### src/rtl/loader_pkg.sv
// loader_pkg: shared types and frame constants for the instruction-memory loader
package loader_pkg;

    typedef enum logic [2:0] {
        ST_IDLE,
        ST_LEN_HI,
        ST_LEN_LO,
        ST_DATA_HI,
        ST_DATA_LO,
        ST_CHECK,
        ST_DONE,
        ST_ERROR
    } loader_state_t;

    localparam int LEN_BYTES = 2;
    localparam int CK_BYTES  = 1;

endpackage

### src/rtl/imem_loader.sv
// imem_loader: boot loader turning a framed byte stream into instruction-memory writes
// Ports:
//   clk, rst (async active-low)
//   start                     begin a load (taken only in IDLE/DONE/ERROR)
//   in_data/in_valid/in_ready byte stream handshake
//   mem_waddr/mem_wdata/mem_we registered instruction-memory write port
//   cpu_run                   CPU reset release, set only after a verified load
//   busy/done/error           status: load in progress, success pulse, failure level
module imem_loader
    import loader_pkg::*;
#(
    parameter int ADDR_W = 10
) (
    input  logic        clk,
    input  logic        rst,
    input  logic        start,
    input  logic [7:0]  in_data,
    input  logic        in_valid,
    output logic        in_ready,
    output logic [15:0] mem_waddr,
    output logic [15:0] mem_wdata,
    output logic        mem_we,
    output logic        cpu_run,
    output logic        busy,
    output logic        done,
    output logic        error
);

    loader_state_t   state;
    logic [7:0]      hi;
    logic [7:0]      acc;
    logic [ADDR_W:0] idx;
    logic [16:0]     len;
    logic [16:0]     n_val;

    // hi holds LEN_HI first, then each word's high byte
    assign n_val    = {1'b0, hi, in_data};
    assign in_ready = state inside {ST_LEN_HI, ST_LEN_LO, ST_DATA_HI, ST_DATA_LO, ST_CHECK};
    assign busy     = in_ready;
    assign error    = state == ST_ERROR;

    // in_ready is high in every consuming state, so in_valid alone marks a transfer there
    always_ff @(posedge clk or negedge rst) begin
        if (!rst) begin
            state     <= ST_IDLE;
            hi        <= '0;
            acc       <= '0;
            idx       <= '0;
            len       <= '0;
            mem_waddr <= '0;
            mem_wdata <= '0;
            mem_we    <= 1'b0;
            cpu_run   <= 1'b0;
            done      <= 1'b0;
        end else begin
            mem_we <= 1'b0;
            done   <= 1'b0;
            case (state)
                ST_IDLE, ST_DONE, ST_ERROR: if (start) begin
                    state   <= ST_LEN_HI;
                    idx     <= '0;
                    acc     <= '0;
                    cpu_run <= 1'b0;
                end
                ST_LEN_HI: if (in_valid) begin
                    hi    <= in_data;
                    state <= ST_LEN_LO;
                end
                ST_LEN_LO: if (in_valid) begin
                    len   <= n_val;
                    state <= n_val > (17'd1 << ADDR_W) ? ST_ERROR :
                             n_val == 17'd0            ? ST_CHECK : ST_DATA_HI;
                end
                ST_DATA_HI: if (in_valid) begin
                    hi    <= in_data;
                    acc   <= acc ^ in_data;
                    state <= ST_DATA_LO;
                end
                ST_DATA_LO: if (in_valid) begin
                    mem_we    <= 1'b1;
                    mem_waddr <= 16'(idx[ADDR_W-1:0]);
                    mem_wdata <= {hi, in_data};
                    acc       <= acc ^ in_data;
                    idx       <= idx + 1'b1;
                    state     <= 17'(idx) + 17'd1 == len ? ST_CHECK : ST_DATA_HI;
                end
                ST_CHECK: if (in_valid) begin
                    if (in_data == acc) begin
                        state   <= ST_DONE;
                        cpu_run <= 1'b1;
                        done    <= 1'b1;
                    end else begin
                        state <= ST_ERROR;
                    end
                end
                default: state <= ST_IDLE;
            endcase
        end
    end

endmodule

### config.mk
export PLATFORM = sky130hd
export DESIGN_NAME = imem_loader
export DESIGN_NICKNAME = d
export VERILOG_FILES = /design/src/rtl/loader_pkg.sv /design/src/rtl/imem_loader.sv
export SDC_FILE = /design/constraint.sdc
export NUM_CORES = 1
export LEC_CHECK = 0
export ABC_AREA = 1
export ABC_CLOCK_PERIOD_IN_PS = 1850
export CORE_MARGIN = 2
export CORE_UTILIZATION = 45
export DETAILED_ROUTE_END_ITERATION = 10
export DONT_BUFFER_PORTS = 1
export PLACE_DENSITY = 0.72
export SLEW_MARGIN = 5
export SYNTH_ARGS = -nofsm -noshare
export SYNTH_HDL_FRONTEND = slang
export SYNTH_SLANG_ARGS = --single-unit
### constraint.sdc
create_clock -name clk -period 1.85 [get_ports clk]
set_input_delay 0.37 -clock clk [delete_from_list [all_inputs] [get_ports clk]]
set_output_delay 0.37 -clock clk [all_outputs]
set_load 0.01 [all_outputs]
==> metrics.cfg, run 1 <==
[grt]
grt_pass1_wl_um = 14010
grtUsageTotal_pct = 20.14
grt_start_max_net_pins = 76
use_met1_pct = 27.59
gr-usage-met2_pct = 30.36
grtUsageMet3_pct = 5.929
antenna_found_initial = 0
grt_busiest_layer = met2
first_global_vias = 2807
grt_remaining_overflow = 0

[floorplanning]
fp.dieW_um = 95.67
rows = 33
dieHeight_um = 95.67
die_area_um2 = 9152
core_area_um2 = 8175
start_util_pct = 46.25
io_pins = 50

[detailed_routing]
initialDrtViolationCount = 256
drc = 0
wirelength_um = 8642
vias_per_cell = 5.240
via_count = 3118
dr.pass1.iters = 4
routedWlPerCell_um = 14.52
ant_nets = 0

[clock_network]
cts_tree = done
clock_latency_ps = 360
cts.sinks = 75
cts_made_buffers = 9
clkTransAtPathRegs_ps = 90
cts_root_buffer = clkbuf_8
htreeDepth = 3
cts_max_path_buffers = 2

[pwr]
pwr-share-seq_pct = 44.9
power_switching_mw = 2.685
p_leak_nw = 1.980
clkPwrFrac_pct = 20.1
intPower_mw = 3.705
powerDensity_nw_per_um2 = 1537
power_mw = 6.390
max-vdd-ir-drop_uv = 671.4
combPwrFrac_pct = 35.0
switching_share_pct = 42.02

[final_layout]
syn_to_final_growth_pct = 9.960
fin_nets = 498
finalNonFillerCells = 595
fillers = 755
n_antenna_cell = 0
final_common_cell = nand2_1
layout_common_cells = 140 x nand2_1, 71 x dfrtp_1, 53 x inv_1, 53 x o21ai_0, 31 x nand3_1
drive_gt1_share_pct = 12.04
final_cell_area_um2 = 4158

[synthesis]
synthesis.area_um2 = 3781
synth-edff-count = 0
synthAdderAreaFrac_pct = 0.3309
muxShareOfSynthArea_pct = 0.2647
synthSimpleGateAreaFrac_pct = 27.04
synth_top_family_by_area = simple AND/OR/NAND/NOR gates
yosys_warnings = 0
yosysUniqueCellTypes = 30
synth-xor-area-share_pct = 1.853
ys_seq_elements = 75
synth_ff_type = dfrtp_1
postSynth.asyncResetShare_pct = 100.0
yosysSeqAreaShare_pct = 49.64
synth_cells = 479
syn_avg_cell_area_um2 = 7.894
synth_compound_area_share_pct = 11.65

[timing]
setup_violations = 0
skew_ps = 14.72
whs_ps = -308.9
fin_crit_sh_pct = 96.01
maxSlewViolCount = 0
fin_crit_ps = 1776
fmax_mhz = 563.0
hold_viol = 75
fin_ws_ps = 73.82
rsz0062_at_grt = true

[place]
dp_hpwl_um = 5949
gp_congestion = 0.9225
port_buffers = 0
postPlaceCellArea_um2 = 3850
dpl_worst_slack_ps = 29.16
placed_cells = 573

[worst_setup_path]
endpoint_kind = output port
cpMaxStageDelayCell = dfrtp_2
crit_path_start_kind = flop
cp_cell_sequence = nand2_4, nor2_4, nor2_1, inv_2, nor2_4, inv_4
path_class = flop to output port
path_common_cell = nor2_4
required_ps = 1480
critPathMaxStageDelay_ps = 460
cp_max_fo = 6
crit_arrival_ps = 1410

[status]
violations = hold timing
status = complete, but fails checks

[hold_path]
min_path_type = input port to async pin

[flow_run]
maxCapViolations = 0

[cells in the mapped netlist (4+ instances only)]
library cell / number / share of area [%]
o21ai_1: 5 / 0.66
nor3_1: 6 / 0.79
nand2_2: 4 / 0.66
inv_1: 58 / 5.8
buf_4: 7 / 1.4
o31ai_1: 5 / 0.99
a21oi_1: 5 / 0.66
nand4_1: 9 / 1.5
nor2_4: 5 / 1.5
xnor2_1: 5 / 1.2
dfrtp_1: 75 / 50
o22ai_1: 5 / 0.83
nand3_1: 32 / 4.2
nand3b_1: 6 / 1.2
clkbuf_1: 7 / 0.70
nand2_1: 143 / 14
nor2_1: 25 / 2.5
o21ai_0: 54 / 7.1
[area by class of cell]
| cell class | instances | area [um^2] | area share [%] |
|---|---|---|---|
| tap | 105 | 131.4 | 3.160 |
| timing repair buffer | 8 | 72.57 | 1.745 |
| multi-input combinational | 330 | 1644 | 39.54 |
| clock buffer | 11 | 131.4 | 3.160 |
| clock inverter | 5 | 62.56 | 1.505 |
| inverter | 61 | 234.0 | 5.627 |
| sequential | 75 | 1882 | 45.26 |
[final timing paths]
path | startpoint | to | slack (ps) | cells past startpoint
min | rst | mem_waddr[2] | -310 | 0
max | state[2] | in_ready | 70 | 6
min reg2reg | len[12] | len[12] | 490 | 2
max reg2reg | idx[0] | state[2] | 110 | 13
max in group asynchronous | rst | idx[1] | 2050 | 0
min in group clk | in_data[0] | acc[0] | 250 | 2
[cell families after synthesis]
family,after synthesis
AOI/OAI and AO/OA,80
and+or+nand+nor,233
adders and majority gates,1
muxes,1
xor gates and xnor gates,8
buffers and inverters,80
other,1
DFF,75
[registers in the layout (all words and copies together) (netlist names), 3 cells and up]
signal     flops
len           16
mem_wdata     16
idx           11
mem_waddr     10
acc            8
hi             8
state          3
[per-layer routing]
layer	wire, um	part of all wire (%)
met5	0	0
met4	133	1.5
met3	513	5.9
met2	4077	47
met1	3918	45
[critical path, delay by kind of cell, from the launching register on]
family / cells / cell delay (ps)
and+or+nand+nor: 4 / 440
buffers and inverters: 2 / 150
DFF: 1 / 460
[stage by stage]
stage	utilization [%]	TNS, ps
global placement	47.09	0
global route	50.86	-129.9
finish	50.86	0
CTS	49.56	0
floorplan	-	0
detailed placement	47.09	0
[power groups by stage]
stage	Clock (mW)	Sequential (mW)	Combinational, mW
after floorplan	0	2.75	1.75
after global placement	0	2.87	2.06
after detailed placement	0	2.89	2.12
after CTS	1.30	2.86	2.15
after global routing	1.38	2.96	2.57
final	1.28	2.87	2.24
[timing repair]
item / CTS / global route
pin swaps: 0 / 9
endpoints found under the hold margin: 75 / 75
resized for setup: 1 / 27
cloned: 0 / 1
setup buffers: 1 / 4
setup endpoints to repair: 2 / 41
(Power assumes the default switching activity.)
==> inputs of run 2 (changes only) <==
--- a/config.mk
+++ b/config.mk
@@ -8,10 +8,10 @@
 export ABC_AREA = 1
 export ABC_CLOCK_PERIOD_IN_PS = 1850
 export CORE_MARGIN = 2
-export CORE_UTILIZATION = 45
+export CORE_UTILIZATION = 50
 export DETAILED_ROUTE_END_ITERATION = 10
 export DONT_BUFFER_PORTS = 1
-export PLACE_DENSITY = 0.72
+export PLACE_DENSITY = 0.77
 export SLEW_MARGIN = 5
 export SYNTH_ARGS = -nofsm -noshare
 export SYNTH_HDL_FRONTEND = slang
==> run 2 against run 1 <==
Effect of this change:
- the flow still finishes with violations (hold timing)
- final area grew 2.2%
- via count increased by 2.2%
- clock-buffer cell count fell by 2
- total power grew 5.2%
- worst setup slack worse by 14 ps
- combinational power rose by 5%
- critical endpoint unchanged
==> metrics.cfg, run 2 (synthesis results as in run 1) <==
[status]
status = complete, but fails checks
violations = hold timing

[final_layout]
final_common_cell = nand2_1
register_area_um2 = 1881
multi_input_area_um2 = 1648
drive_gt1_share_pct = 13.33
n_antenna_cell = 0
top_regs = len x16, mem_wdata x16, idx x11
layout_common_cells = 140 x nand2_1, 72 x dfrtp_1, 55 x inv_1
fin_nets = 504
post-route-util_pct = 58.29
syn_to_final_growth_pct = 12.41
fillers = 659

[timing]
fin_crit_sh_pct = 96.78
hold_viol = 75
rsz0062_at_grt = true
skew_ps = 8.629
fin_crit_ps = 1790
setup_violations = 0
whs_ps = -296.4
worstMarginPinSlew_ps = 520.3
maxSlewViolCount = 0
max-slew-margin-rel_pct = 64.99
fmax_mhz = 558.5
tns_ps = 0

[worst_setup_path]
critPathMaxStageDelay_ps = 410
path_buf_inv = 3
cp_cell_sequence = inv_2, nand2_4, nor2_4, nor2_2, inv_2, nor2_4, inv_4
cp_max_fo = 4
critPathLaunch = state[1]
cpMaxStageDelayCell = dfrtp_1
rr_startpoint = idx[1]
crit_arrival_ps = 1420
path_class = flop to output port
endpoint_kind = output port
cp_top_family = simple AND/OR/NAND/NOR gates
crit_path_start_kind = flop
required_ps = 1480

[clock_network]
clkTransAtPathRegs_ps = 80
cts_root_buffer = clkbuf_8
clock_latency_ps = 350
cts_max_path_buffers = 2
cts.sinks = 75
cts_made_buffers = 9
htreeDepth = 3
cts_tree = done

[detailed_routing]
vias_per_cell = 5.367
wirelength_um = 8474
via_count = 3188
drc = 0
initialDrtViolationCount = 287
routedWlPerCell_um = 14.27
dr.pass1.iters = 5
ant_nets = 0

[floorplanning]
fp.dieW_um = 90.96
io_pins = 50
rows = 31
die_area_um2 = 8274
core_area_um2 = 7292
dieHeight_um = 90.96
start_util_pct = 51.85

[place]
port_buffers = 0
dp_hpwl_um = 5811
gp_congestion = 0.8897

[grt]
grt_remaining_overflow = 0
grtUsageTotal_pct = 20.84
first_global_vias = 2872
grt_start_max_net_pins = 76
antenna_found_initial = 0
grt_pass1_wl_um = 13790

[hold_path]
min_path_type = input port to async pin

[pwr]
powerDensity_nw_per_um2 = 1582
max-vdd-ir-drop_uv = 918.9
power_mw = 6.725
p_leak_nw = 2.048

[flow_run]
maxCapViolations = 0

-- run 2: power breakdown --
part           internal (mW)  switching (mW)  total [mW]
sequential              2.25           0.611        2.86
combinational          0.910            1.44        2.35
clock                  0.892           0.613        1.51
-- run 2: through the flow --
stage	hold WS (ps)	area (um^2)	instances	worst slack [ps]
6_report	-296.4	4250	594	59.57
2_1_floorplan	74.41	3800	484	255.7
5_1_grt	-321.9	4250	594	-97.30
3_3_place_gp	76.50	3842	567	122.3
3_5_place_dp	76.59	3842	567	26.65
4_1_cts	-307.7	4084	582	12.40
-- run 2: final timing paths --
path / end / slack (ps) / cells after the start
setup / recovery: in_ready / 60 / 7
max in group asynchronous: state[2] / 2000 / 0
hold reg to reg: len[13] / 490 / 2
hold / removal: mem_wdata[4] / -300 / 0
min in group clk: acc[0] / 250 / 2
setup reg to reg: state[2] / 70 / 14
-- run 2: routing by layer --
metal	vias up	GRT usage, %	routed length [um]
met2	104	33.46	4148
met3	14	7.220	589
met1	1512	26.24	3596
met4	0	7.323	140
met5	-	0	0
li1	1558	-	-
-- run 2: what timing repair did --
| action | CTS | global route |
|---|---|---|
| hold endpoints to repair | 75 | 75 |
| gates resized for setup | 2 | 27 |
| pin swaps | 0 | 5 |
| setup buffers | 0 | 12 |
| setup endpoints to repair | 2 | 36 |
-- run 2: area by class of cell --
type,count,area share (%)
Multi-Input combinational cell,329,38.77
Inverter,61,5.505
Tap cell,99,2.914
Clock inverter,6,2.708
Clock buffer,9,2.914
Timing Repair Buffer,15,2.944
Sequential cell,75,44.24
